==> src/rtl/exec_pkg.sv <==
// Shared types and instruction field positions for the register8 execute stage.
package exec_pkg;

    localparam int unsigned DATA_W  = 8;
    localparam int unsigned REG_AW  = 3;
    localparam int unsigned INSTR_W = 16;
    localparam int unsigned OP_W    = 3;

    localparam int unsigned OP_LSB  = 13;
    localparam int unsigned RD_LSB  = 10;
    localparam int unsigned RS1_LSB = 7;
    localparam int unsigned RS2_LSB = 4;
    localparam int unsigned IMM_LSB = 0;

    typedef enum logic [2:0] {
        OP_NOP  = 3'd0,
        OP_ADD  = 3'd1,
        OP_SUB  = 3'd2,
        OP_AND  = 3'd3,
        OP_OR   = 3'd4,
        OP_XOR  = 3'd5,
        OP_LDI  = 3'd6,
        OP_HALT = 3'd7
    } opcode_t;

    typedef enum logic [2:0] {
        ST_IDLE   = 3'd0,
        ST_READ   = 3'd1,
        ST_EXEC   = 3'd2,
        ST_WB     = 3'd3,
        ST_HALTED = 3'd4
    } state_t;

    // Ops that produce a register result (write still suppressed for rd=0).
    function automatic logic writes_reg(input opcode_t op);
        return (op != OP_NOP) && (op != OP_HALT);
    endfunction

    // Ops whose result drives the zero/carry flags.
    function automatic logic updates_flags(input opcode_t op);
        return (op == OP_ADD) || (op == OP_SUB) || (op == OP_AND) ||
               (op == OP_OR)  || (op == OP_XOR);
    endfunction

endpackage

==> src/rtl/register8_exec_alu8.sv <==
// Purely combinational 8-bit ALU; LDI passes operand b through.
module alu8
    import exec_pkg::*;
(
    input  logic [2:0] op,
    input  logic [7:0] a,
    input  logic [7:0] b,
    output logic [7:0] result,
    output logic       carry
);

    logic [8:0] sum9;

    assign sum9 = {1'b0, a} + {1'b0, b};

    always_comb begin
        result = '0;
        carry  = 1'b0;
        case (op)
            OP_ADD: begin
                result = sum9[7:0];
                carry  = sum9[8];
            end
            OP_SUB: begin
                result = a - b;
                carry  = (a < b);
            end
            OP_AND: result = a & b;
            OP_OR:  result = a | b;
            OP_XOR: result = a ^ b;
            OP_LDI: result = b;
            default: begin
                result = '0;
                carry  = 1'b0;
            end
        endcase
    end

endmodule

==> src/rtl/register8_exec.sv <==
// Four-cycle execute/write-back stage: accept, read operands, execute, write back.
module register8_exec
    import exec_pkg::*;
(
    input  logic        clk,
    input  logic        rst,
    input  logic        instr_valid,
    output logic        instr_ready,
    input  logic [15:0] instr,
    output logic [2:0]  reg_addr_1,
    output logic [2:0]  reg_addr_2,
    input  logic [7:0]  reg_data_1,
    input  logic [7:0]  reg_data_2,
    output logic        write_enable,
    output logic [2:0]  write_addr,
    output logic [7:0]  write_data,
    output logic        flag_zero,
    output logic        flag_carry,
    output logic [7:0]  retired,
    output logic        halted
);

    state_t state_q, state_d;

    logic [INSTR_W-1:0] instr_q;
    logic [DATA_W-1:0]  opa_q, opb_q;
    opcode_t            op;
    logic [REG_AW-1:0]  rd;
    logic [DATA_W-1:0]  imm8;
    logic [DATA_W-1:0]  alu_b;
    logic [DATA_W-1:0]  alu_result;
    logic               alu_carry;
    logic               accept;

    assign op         = opcode_t'(instr_q[OP_LSB +: OP_W]);
    assign rd         = instr_q[RD_LSB +: REG_AW];
    assign imm8       = instr_q[IMM_LSB +: DATA_W];
    assign reg_addr_1 = instr_q[RS1_LSB +: REG_AW];
    assign reg_addr_2 = instr_q[RS2_LSB +: REG_AW];
    assign alu_b      = (op == OP_LDI) ? imm8 : opb_q;

    alu8 u_alu (
        .op     (instr_q[OP_LSB +: OP_W]),
        .a      (opa_q),
        .b      (alu_b),
        .result (alu_result),
        .carry  (alu_carry)
    );

    always_ff @(posedge clk or negedge rst) begin
        if (!rst) state_q <= ST_IDLE;
        else      state_q <= state_d;
    end

    always_comb begin
        state_d = state_q;
        accept  = 1'b0;
        case (state_q)
            ST_IDLE: begin
                if (instr_valid) begin
                    accept  = 1'b1;
                    state_d = ST_READ;
                end
            end
            ST_READ:   state_d = ST_EXEC;
            ST_EXEC:   state_d = (op == OP_HALT) ? ST_HALTED : ST_WB;
            ST_WB:     state_d = ST_IDLE;
            ST_HALTED: state_d = ST_HALTED;
            default:   state_d = ST_IDLE;
        endcase
    end

    // Datapath, write port, flags and status registers.
    always_ff @(posedge clk or negedge rst) begin
        if (!rst) begin
            instr_q      <= '0;
            opa_q        <= '0;
            opb_q        <= '0;
            instr_ready  <= 1'b1;
            write_enable <= 1'b0;
            write_addr   <= '0;
            write_data   <= '0;
            flag_zero    <= 1'b0;
            flag_carry   <= 1'b0;
            retired      <= '0;
            halted       <= 1'b0;
        end else begin
            instr_ready <= (state_d == ST_IDLE);
            halted      <= (state_d == ST_HALTED);

            if (accept) instr_q <= instr;

            if (state_q == ST_READ) begin
                opa_q <= reg_data_1;
                opb_q <= reg_data_2;
            end

            if (state_q == ST_EXEC) begin
                write_addr   <= rd;
                write_data   <= alu_result;
                write_enable <= writes_reg(op) && (rd != '0);
                if (updates_flags(op)) begin
                    flag_zero  <= (alu_result == '0);
                    flag_carry <= alu_carry;
                end
                // HALT retires on entry to HALTED, it never reaches WB.
                if (op == OP_HALT) retired <= retired + 8'd1;
            end

            if (state_q == ST_WB) begin
                write_enable <= 1'b0;
                retired      <= retired + 8'd1;
            end
        end
    end

endmodule

==> config.mk <==
export PLATFORM = sky130hd
export DESIGN_NAME = register8_exec
export DESIGN_NICKNAME = d
export VERILOG_FILES = /design/src/rtl/exec_pkg.sv /design/src/rtl/register8_exec_alu8.sv /design/src/rtl/register8_exec.sv
export SDC_FILE = /design/constraint.sdc
export NUM_CORES = 1
export LEC_CHECK = 0
export CORE_MARGIN = 1
export CORE_UTILIZATION = 55
export CTS_BUF_LIST = sky130_fd_sc_hd__clkbuf_8
export DETAILED_ROUTE_END_ITERATION = 8
export PLACE_DENSITY = 0.91
export SKIP_CTS_REPAIR_TIMING = 1
export SLEW_MARGIN = 30
export SYNTH_ARGS = -nofsm -noshare
export SYNTH_HDL_FRONTEND = slang
export SYNTH_SLANG_ARGS = --single-unit
==> constraint.sdc <==
create_clock -name clk -period 4.3 [get_ports clk]
set_input_delay 1.29 -clock clk [delete_from_list [all_inputs] [get_ports clk]]
set_output_delay 1.29 -clock clk [all_outputs]
set_load 0.02 [all_outputs]
==> reports/metrics.cfg <==
[routing]
num_vias=3078
vias_per_cell=5.885
dr.pass1.iters=9
ant_nets=0
drt_iter0_markers=215
drc_errors=1
drt-wirelength-per-cell_microns=17.49
drt-total-wl_mm=9.148

[cts]
clk_path_buf_depth=2
clk_latency_ns=0.35
clockRootBuffer=clkbuf_8
numCtsBuffers=9
cts_sinks=59
cts_tree=done
h-tree-depth=3
clk_pin_slew_ns=0.08

[logic_synthesis]
netlist.area_leader.share_pct=38.69
synthAdderAreaFrac_pct=10.07
synth_cells=382
async_reset_ff_share_pct=100.0
syn_area_sq_um=3751
ys_seq_area_share_pct=39.39
synth_xor_area_share_pct=2.568
synth_area_per_cell_sq_um=9.820
syn_nets=446
synthFlopType=dfrtp_1
synth-compound-area-share_pct=16.21
synth_simple_gate_area_share_pct=14.08
ys_seq_elements=59
synthMuxAreaShare_pct=11.67
yosysWarnings=0
yosys-top-cells-area=dfrtp_1 39%, ha_1 9.0%, mux2_2 9.0%, o21ai_0 3.7%, nand2_1 3.4%
synth_cell_types=57
synth_edf_count=0
yosysTopAreaCell=dfrtp_1
synth_top_family_by_area=compound AO/OA/AOI/OAI gates

[placed_design]
gp_congestion=0.8823
place_ws_ns=0.6274
port_buffers=64
dpl-instance-area_sq_um=4427
dpl.hpwl_mm=6.631
placed_cells=507

[setup_path]
reg2reg_setup_slack_ns=0.55
endpoint=flag_zero
crit_fanout=12
timing.rr.end=flag_zero
crit_path_start_kind=flip-flop
crit_required_ns=4.53
path_cells=nand2_1 -> or2_2 -> mux2_2 -> ha_1 -> fa_1 -> mux2_2 -> a221o_1 -> o21ai_0 -> nand4_1 -> or4_1 -> o41ai_2
criticalPathCategory=reg -> reg
reg2reg_depth=11
cp-startpoint=instr_q[15]
r2r-start=instr_q[15]
crit_path_top_delay_cell=or4_1
max_stage_delay_ns=0.55
cp.arrival_ns=3.98
cp_common_cell=mux2_2
cp-end-kind=flip-flop

[global_routing]
grt_pass1_wl_mm=15.35
first_global_vias=3114
antenna_found_initial=0
grt_usage_pct=27.67
grt_max_degree=40
grt_overflow=0

[timing]
finalCritPeriodShare_pct=87.18
slew_viol_final=0
clock_skew_ns=0.01268
hold_viol=0
worst_pin_slew_ns=0.6645
fmax_mhz=266.8
setup_viol=0
timing.hold.ws_ns=0.4821
slew_headroom_pct=55.65
setup_ws_ns=0.5512
fin_tns_setup_ns=0
min_period_ns=3.749
rsz0062_at_grt=false

[layout]
finalNonFillerCells=523
area_growth_syn_to_layout_pct=24.22
drive_above_1_share_pct=16.82
fin_util_pct=72.14
fin_nets=505
final_area_sq_um=4659
diodes=0

[power]
pwr-share-seq_pct=22.5
ir_drop_uv=493.6
power_mw=4.452
power.internal_mw=2.406
leakagePower_nw=2.091
power_density_nw_per_um2=955.4
switchingPower_mw=2.046
power_frac_comb_pct=64.6
p_sw_share_pct=45.96
p_clk_share_pct=12.9

[status]
failed_checks=DRC
status=finished, violations left

[floorplanning]
pin_count=65
die_h_microns=84.59
start_util_pct=58.08
row_count=29
die-area_sq_um=7155
core_region_area_sq_um=6459
chipWidth_microns=84.59

[run]
maxCapViolCount=0

[min_path]
min_path_type=reg -> reg

[Yosys cell counts (all sizes together), types with 4 or more instances]
| master | instances |
|---|---|
| dfrtp | 58 |
| nand2 | 34 |
| mux2 | 30 |
| o21ai | 28 |
| ha | 27 |
| inv | 26 |
| nor2 | 24 |
| a21oi | 14 |
| clkbuf | 13 |
| buf | 11 |
| mux2i | 10 |
| xnor2 | 9 |
| nor3 | 8 |
| a22o | 7 |
| nor2b | 7 |
| a21o | 5 |
| a22oi | 5 |
| nand4 | 5 |
| o21bai | 5 |
| and3 | 4 |
| or2b | 4 |
[kinds of logic after synthesis]
group	count (synthesis)
buf+inv	50
compound gates	88
fa+ha+maj	29
simple gates	105
mux	40
flops	59
xor+xnor	11
[layout by cell type (no fill, tap or decap), types with 3 or more instances in the layout]
master | netlist | layout
nand4_1 | 5 | 5
mux2i_1 | 10 | 10
a22oi_1 | 5 | 5
dfrtp_1 | 58 | 58
a21o_1 | 5 | 5
a21oi_1 | 14 | 14
clkinv_4 | 0 | 3
nor2b_1 | 7 | 7
xnor2_1 | 9 | 9
inv_1 | 25 | 25
a22o_1 | 6 | 6
clkbuf_8 | 1 | 9
and3_1 | 4 | 4
nor3_1 | 8 | 8
o21a_1 | 3 | 3
mux2_2 | 30 | 30
nor2_1 | 24 | 24
ha_1 | 27 | 27
o21ai_0 | 28 | 28
or2b_2 | 4 | 4
clkdlybuf4s50_1 | 0 | 63
nand2_1 | 34 | 34
o21bai_1 | 5 | 5
buf_4 | 6 | 9
or2_2 | 3 | 3
[flip-flops by register name, summed over array words and instances (netlist names)]
signal	count
flag_zero	1
opb_q	8
halted	1
instr_q	16
retired	8
write_enable	1
write_data	8
opa_q	8
flag_carry	1
write_addr	3
state_q	3
instr_ready	1
[power by group through the flow]
stage / logic, mW / registers [mW] / clock network, mW
4_1_cts: 2.83 / 0.998 / 0.583
2_1_floorplan: 1.98 / 1.06 / 0
3_3_place_gp: 2.75 / 0.988 / 0
5_1_grt: 3.14 / 1.04 / 0.607
6_report: 2.88 / 1.00 / 0.576
3_5_place_dp: 2.79 / 1.01 / 0
[worst min path at each step]
stage	from	endpoint	depth (start not counted)
floorplan	state_q[0]	halted	1
global placement	retired[7]	retired[7]	1
detailed placement	retired[7]	retired[7]	1
CTS	retired[7]	retired[7]	1
global route	retired[7]	retired[7]	1
finish	retired[7]	retired[7]	1
[layer usage]
layer	wire length, microns	up-vias	track usage, %
met5	0	-	0
met4	276	0	14.48
met3	392	25	5.015
met2	4399	102	43.98
met1	4080	1505	36.23
li1	-	1446	-
[worst max-delay path, delay by kind of cell, from the launching register on]
kind                     cells  cell delay (ns)
AND/OR/NAND/NOR              4             1.25
adder cells (fa/ha/maj)      2             0.67
AO/OA/AOI/OAI                3             0.74
flip-flops                   1             0.36
multiplexers                 2             0.63
[layout make-up]
cell class,count,area [sq um]
multi-input cells,273,2066
flip-flops and latches,59,1478
well taps,77,96.34
repair buffers,72,698.2
clock buffers,9,123.9
inverters,26,97.59
clock inverters,7,100.1
fillers,500,1799
Note: power is estimated with default switching activity, not from simulation.
